File: src/rtl/shift_ex_stage.sv
// shift_ex_stage: two-stage 16-bit shift execute unit (SLL/SRA/ROR) with valid/ready flow.
// Build option SHIFT_ROR_EN adds the rotate path; without it mode 10 is reported illegal.
module shift_ex_stage #(
    parameter int TAG_W = 4
) (
    input  logic             clk,
    input  logic             rst,
    input  logic             flush,
    input  logic             in_valid,
    output logic             in_ready,
    input  logic [15:0]      in_a,
    input  logic [3:0]       in_shamt,
    input  logic [1:0]       in_mode,
    input  logic [TAG_W-1:0] in_rd,
    output logic             out_valid,
    input  logic             out_ready,
    output logic [15:0]      out_result,
    output logic             out_z,
    output logic [TAG_W-1:0] out_rd,
    output logic             out_illegal
);

    localparam logic [1:0] MODE_SLL = 2'b00;
    localparam logic [1:0] MODE_SRA = 2'b01;
`ifdef SHIFT_ROR_EN
    localparam logic [1:0] MODE_ROR = 2'b10;
`endif

    // Illegal modes fall into the default arm and pass the operand through.
    function automatic logic [15:0] shift_by(
        input logic [15:0] v,
        input logic [1:0]  mode,
        input logic [3:0]  amt
    );
        logic [15:0] r;
        r = v;
        case (mode)
            MODE_SLL: r = v << amt;
            MODE_SRA: r = $unsigned($signed(v) >>> amt);
`ifdef SHIFT_ROR_EN
            MODE_ROR: r = (v >> amt) | (v << (5'd16 - {1'b0, amt}));
`endif
            default:  r = v;
        endcase
        return r;
    endfunction

    logic             s1_valid_q, s1_valid_d;
    logic [15:0]      s1_val_q, s1_val_d;
    logic [1:0]       s1_shamt_q, s1_shamt_d;
    logic [1:0]       s1_mode_q, s1_mode_d;
    logic             s1_illegal_q, s1_illegal_d;
    logic [TAG_W-1:0] s1_rd_q, s1_rd_d;

    logic             out_valid_q, out_valid_d;
    logic [15:0]      out_result_q, out_result_d;
    logic             out_z_q, out_z_d;
    logic [TAG_W-1:0] out_rd_q, out_rd_d;
    logic             out_illegal_q, out_illegal_d;

    logic             s2_advance;
    logic             s1_advance;
    logic             accept;
    logic             s2_load;
    logic             in_illegal;
    logic [15:0]      s1_result;
    logic [15:0]      s2_result;

`ifdef SHIFT_ROR_EN
    assign in_illegal = (in_mode == 2'b11);
`else
    assign in_illegal = in_mode[1];
`endif

    assign s2_advance = !out_valid_q || out_ready;
    assign s1_advance = !s1_valid_q || s2_advance;
    // Upstream never stalls on a flush; the bundle is simply dropped.
    assign in_ready   = s1_advance || flush;
    assign accept     = in_valid && s1_advance && !flush;
    assign s2_load    = s1_valid_q && s2_advance && !flush;

    assign s1_result  = shift_by(in_a, in_mode, {in_shamt[3:2], 2'b00});
    assign s2_result  = shift_by(s1_val_q, s1_mode_q, {2'b00, s1_shamt_q});

    always_comb begin
        s1_valid_d   = s1_valid_q;
        s1_val_d     = s1_val_q;
        s1_shamt_d   = s1_shamt_q;
        s1_mode_d    = s1_mode_q;
        s1_illegal_d = s1_illegal_q;
        s1_rd_d      = s1_rd_q;
        if (flush) begin
            s1_valid_d = 1'b0;
        end else if (s1_advance) begin
            s1_valid_d = in_valid;
        end
        if (accept) begin
            s1_val_d     = s1_result;
            s1_shamt_d   = in_shamt[1:0];
            s1_mode_d    = in_mode;
            s1_illegal_d = in_illegal;
            s1_rd_d      = in_rd;
        end
    end

    always_comb begin
        out_valid_d   = out_valid_q;
        out_result_d  = out_result_q;
        out_z_d       = out_z_q;
        out_rd_d      = out_rd_q;
        out_illegal_d = out_illegal_q;
        if (flush) begin
            out_valid_d = 1'b0;
        end else if (s2_advance) begin
            out_valid_d = s1_valid_q;
        end
        if (s2_load) begin
            out_result_d  = s2_result;
            out_z_d       = (s2_result == 16'h0000);
            out_rd_d      = s1_rd_q;
            out_illegal_d = s1_illegal_q;
        end
    end

    always_ff @(posedge clk or posedge rst) begin
        if (rst) begin
            s1_valid_q    <= 1'b0;
            s1_val_q      <= 16'h0000;
            s1_shamt_q    <= 2'b00;
            s1_mode_q     <= 2'b00;
            s1_illegal_q  <= 1'b0;
            s1_rd_q       <= '0;
            out_valid_q   <= 1'b0;
            out_result_q  <= 16'h0000;
            out_z_q       <= 1'b0;
            out_rd_q      <= '0;
            out_illegal_q <= 1'b0;
        end else begin
            s1_valid_q    <= s1_valid_d;
            s1_val_q      <= s1_val_d;
            s1_shamt_q    <= s1_shamt_d;
            s1_mode_q     <= s1_mode_d;
            s1_illegal_q  <= s1_illegal_d;
            s1_rd_q       <= s1_rd_d;
            out_valid_q   <= out_valid_d;
            out_result_q  <= out_result_d;
            out_z_q       <= out_z_d;
            out_rd_q      <= out_rd_d;
            out_illegal_q <= out_illegal_d;
        end
    end

    assign out_valid   = out_valid_q;
    assign out_result  = out_result_q;
    assign out_z       = out_z_q;
    assign out_rd      = out_rd_q;
    assign out_illegal = out_illegal_q;

endmodule

File: config.mk
export PLATFORM = sky130hd
export DESIGN_NAME = shift_ex_stage
export DESIGN_NICKNAME = d
export VERILOG_FILES = /design/src/rtl/shift_ex_stage.sv
export SDC_FILE = /design/constraint.sdc
export NUM_CORES = 1
export LEC_CHECK = 0
export ABC_AREA = 0
export ABC_CLOCK_PERIOD_IN_PS = 1850
export BUFFER_PORTS_ARGS = -buffer_cell sky130_fd_sc_hd__buf_4
export CAP_MARGIN = 20
export CORE_MARGIN = 2
export CORE_UTILIZATION = 52
export DETAILED_ROUTE_END_ITERATION = 8
export PLACE_DENSITY = 0.84
export SYNTH_ARGS = -nofsm -noshare
export SYNTH_HDL_FRONTEND = slang
export SYNTH_SLANG_ARGS = --single-unit
File: constraint.sdc
create_clock -name clk -period 1.85 [get_ports clk]
set_input_delay 0.555 -clock clk [delete_from_list [all_inputs] [get_ports clk]]
set_output_delay 0.555 -clock clk [all_outputs]
set_load 0.005 [all_outputs]
Word level (Yosys, flattened, before mapping)
Index checks and enable logic that the tools add are counted. Widths: inputs -> output; s select.

Eq/ne operators: 2. Shifts and indexed selects: 4. Muxes and demuxes: 6. Reductions and logical operators: 15.

Operators with widths (number): $pmux 16 s2 (2); $logic_not 16->1 (1); $shl 16x2->16 (1); $shl 16x4->16 (1); $sshr 16x2->16 (1); $sshr 16x4->16 (1); $eq 2x1->1 const B (2); $logic_and 1x1->1 (4); $logic_not 2->1 (2); $mux 1 (4); $reduce_bool 2->1 (2); $logic_not 1->1 (3); $logic_or 1x1->1 (3).

Register bits: 49. Bits of input ports: 31. Output and inout port bits: 24. Word-level logic and storage cells: 38.

Depth between registers and ports, before layout
Word-level depth: 5. Mapped depth: 9. Mapped depth without buffers: 6.

Worst setup path before layout
Ideal clock, no wire load.

Kind: input port to flip-flop. Start point: input port in_shamt[2]. End point: register s1_val_q[5]. Setup time: 135 ps. Arrival time: 1791 ps. Slack: -76 ps. Stages: 6. Cell sequence: clkbuf_1 > nor3_1 > or2_2 > clkbuf_1 > a222oi_1 > o21ai_0.

Longest elaborated chain between the ends: 2. Elaborated cells between the ends (all ways): 3.

RTL lines: start: declaration (line 12) `input logic [3:0] in_shamt,`; $sshr 16x4->16 or $shl 16x4->16 (tied branches) (line 39, 38); $pmux 16 s2 * (line 37) `case (mode)`; end signal: assignment (line 140) `s1_val_q <= s1_val_d;`; end: declaration (line 49) `logic [15:0] s1_val_q, s1_val_d;`.

Every way passes the cells marked *; elsewhere a longest branch is shown, timed or not. A chain may end at the register's enable or synchronous reset.

Worst setup path after layout
Start point: register s1_shamt_q[1]. End point: register out_z_q (netlist: out_z).

Longest elaborated chain between the ends: 3. Elaborated cells between the ends (all ways): 4.

RTL lines: start: declaration (line 50) `logic [1:0] s1_shamt_q, s1_shamt_d;`; start signal: assignment (line 141) `s1_shamt_q <= s1_shamt_d;`; $sshr 16x2->16 or $shl 16x2->16 (tied branches) (line 39, 38); $pmux 16 s2 * (line 37); $logic_not 16->1 * (line 119) `out_z_d = (s2_result == 16'h0000);`; end signal: assignment (line 147) `out_z_q <= out_z_d;`; end: declaration (line 57) `logic out_z_q, out_z_d;`.

Marks and branches as above.

==> summary.txt <==
Status
  – Status: finished with violations
  – Failing checks: setup timing

Critical path
  – WS Path Type: flip-flop to flip-flop
  – R2R depth: 7
  – Worst Path Arrival: between 2 and 2.5 ns
  – Max FO, Critical Path: 11
  – RR Endpoint: out_z$_DFFE_PP0P_
  – Required @ worst endpoint: ~2.1 ns
  – Worst Setup End Kind: flip-flop
  – Flop2flop setup slack: -0.24 ns
  – Startpoint Class: flip-flop
  – Critical path capture point: out_z$_DFFE_PP0P_
  – RR Startpoint: s1_shamt_q[1]$_DFFE_PP0P_
  – CP startpoint: s1_shamt_q[1]$_DFFE_PP0P_

Clock network
  – Clock root cell: clkbuf_8
  – Cts bufs inserted: 5
  – CTS sink count: 48
  – Hold_buf cts: 0
  – H-tree levels: 2
  – CTS tree: built
  – CTS Buffer Depth: 2
  – Clk_lat worst skew: about 0.31 ns
  – Clock transition at path regs: ~0.090 ns

Global route
  – Largest net degree at the start of global routing: 29
  – First-pass GRT wire length: around 15 mm
  – Vias in the first global route: ~3100
  – Global route overflow: 0
  – Antenna violations before repair: 0
  – GRT Total Usage: 25.4%

Pwr
  – P_leak: around 2.1 nW
  – Total Power: 4.13 mW
  – Peak VDD IR: between 0.7 and 0.8 mV
  – P per Cell Area: slightly above 900 nW/um^2

Timing
  – Final setup viols: 8
  – Post-route clock skew: ~0.011 ns
  – RSZ-0062 raised after global routing: true
  – Worst-Margin Slew: roughly 0.54 ns
  – Final worst slack: -0.242 ns
  – TNS Setup: -0.716 ns
  – Max Clk Rate: approximately 480 MHz
  – Crit path time final: between 2 and 2.5 ns
  – Final period util: 113%
  – Final Hold Vio Count: 0
  – Slew Viols, Final: 0
  – Worst slew margin: between 60 and 70%

Yosys
  – Synth warnings: 0
  – Sequential area share after synthesis: a little over a third
  – Compound-Gate Fraction of Synth Area: between 20% and 30%
  – Largest family of logic cells by synthesized area: compound AO/OA/AOI/OAI gates
  – Synthesized cell area: 3350 um^2
  – Simple-gate area share of the yosys netlist: about an eighth
  – Post-synthesis mux area share: roughly 22%
  – Synth Instances: 342
  – Synth top area share: a little over a third
  – Library cells used by synthesis: 48
  – Ranking of synthesized cells by area: dfrtp_1 (36%), mux2_2 (11%), mux2i_1 (6.9%)
  – Area leader, netlist: dfrtp_1
  – #FFs+latches synth: 48
  – Synth Net Count: ~370
  – Post-Synth XOR/XNOR Area: 0%
  – Avg Inst Size Synth: just under 10 um^2
  – Post-synthesis adder-cell area fraction: 0%

Final layout
  – Layout area overhead: 34.1%
  – Fin cells: between 500 and 600
  – Share of layout cells above drive strength 1: a little over two fifths
  – Commonest cells after routing, fill and taps aside: buf_4 (102), dfrtp_1 (44), o21ai_0 (30), nand2_1 (29), mux2_2 (22)
  – Ant. Diodes: 0
  – Nets: roughly 470
  – Util after Layout: between 70% and 80%
  – Most common cell after layout, fill and taps aside: buf_4

Detailed routing
  – DR vias/cell: about 6.3
  – DRT Pass-1 Iters: 6
  – Drt drc: 0
  – Wire per inst: approximately 19 um
  – Via Count: roughly 3200
  – Detail Route Antenna Nets: 0
  – Drt initial violations: between 200 and 250
  – WL final: around 9.7 mm

Placed design
  – Gp weighted congestion: between 0.8 and 0.9
  – Port buffer count: between 50 and 60
  – Post-DP HPWL: 6.62 mm
  – Placed insts: around 500
  – Pre-CTS WS: -0.350 ns

Floorplan
  – Initial Utilization: between 50% and 60%
  – DIE HEIGHT: 84.2 um
  – Row count: 29
  – Core Box Area: about 6300 um^2
  – Die width: around 84 um
  – # IOs: 55
  – Die footprint: 7090 um^2

Run
  – Maxcap violations: 0

Min path
  – Min-delay worst type: input pin to async pin
## stage by stage
stage,area (um^2),hold WS [ns]
6_report,4490,0.244
5_1_grt,4490,0.267
4_1_cts,4350,0.241
3_5_place_dp,4150,0.493
3_3_place_gp,4150,0.480
2_1_floorplan,3350,0.474
## flip-flops by register name, summed over array words and instances (netlist names)
name         cells
s1_valid_q       1
out_valid        1
s1_mode_q        2
out_result      16
out_rd           4
s1_rd_q          4
out_illegal      1
out_z            1
s1_shamt_q       2
s1_val_q        16
## worst max-delay path, stage by stage, from the launching register on
cell	delay (ns)
dfrtp_2	0.46
buf_8	0.20
mux2i_1	0.29
mux2i_1	0.13
a221o_1	0.36
nor4_1	0.30
nand4_1	0.17
o22ai_2	0.11
## area by class of cell
| type | count | area (um^2) |
|---|---|---|
| clock inverter | 2 | 35.0 |
| clock buffer | 6 | 72.6 |
| timing repair buffer | 115 | 942 |
| tap | 77 | 96.3 |
| multi-input combinational | 255 | 2100 |
| fill | 441 | 1790 |
| sequential | 48 | 1210 |
| inverter | 9 | 33.8 |
## Yosys cell counts (all sizes together)
cell type	instances
mux4	3
nand2	29
o21ai	31
nor2b	9
a222oi	3
nand4	1
nor3	5
nor3b	2
buf	11
o2111ai	3
or2	3
o21a	3
a311oi	1
a21oi	14
nor2	12
a221oi	9
nand3	2
and3b	2
a22oi	6
nand2b	6
dfrtp	48
o221ai	1
a221o	9
o22ai	2
a211oi	3
inv	9
mux2	40
o211ai	4
nor4	2
nand3b	4
and2	1
a22o	14
clkbuf	19
a2bb2oi	1
a211o	2
a21o	2
nor4b	3
mux2i	23
## where the power goes
| part | switching [mW] | total, mW | leakage (nW) | internal, mW |
|---|---|---|---|---|
| clock network | 0.348 | 0.750 | 0.0552 | 0.401 |
| logic | 0.762 | 1.85 | 1.41 | 1.09 |
| registers | 0.244 | 1.54 | 0.588 | 1.29 |
## worst min path at each step
stage / start / to / slack (ns) / cells after the start
2_1_floorplan: s1_rd_q[3]$_DFFE_PP0P_ / out_rd[3]$_DFFE_PP0P_ / 0.47 / 1
5_1_grt: rst / s1_shamt_q[1]$_DFFE_PP0P_ / 0.27 / 2
4_1_cts: rst / out_rd[2]$_DFFE_PP0P_ / 0.24 / 2
3_3_place_gp: s1_rd_q[1]$_DFFE_PP0P_ / out_rd[1]$_DFFE_PP0P_ / 0.48 / 1
6_report: rst / out_result[3]$_DFFE_PP0P_ / 0.24 / 2
3_5_place_dp: s1_rd_q[3]$_DFFE_PP0P_ / s1_rd_q[3]$_DFFE_PP0P_ / 0.49 / 1
## cell families after synthesis
logic type,after synthesis
AOI/OAI and AO/OA,108
buffers and inverters,39
DFF,48
muxes,66
and+or+nand+nor,81
## timing repair
item	in CTS	in global routing
pin swaps	6	10
setup endpoints to repair	15	14
setup buffers	1	4
gates cloned	1	0
gates resized for setup	22	27
## per-layer routing
layer	track usage, %	vias to the layer above	share of wire, %
met5	0	-	0
met4	10.9	0	3.5
met3	4.13	32	6.0
met2	43.3	141	50
met1	31.9	1554	40
li1	-	1482	-
(Power assumes the default switching activity.)
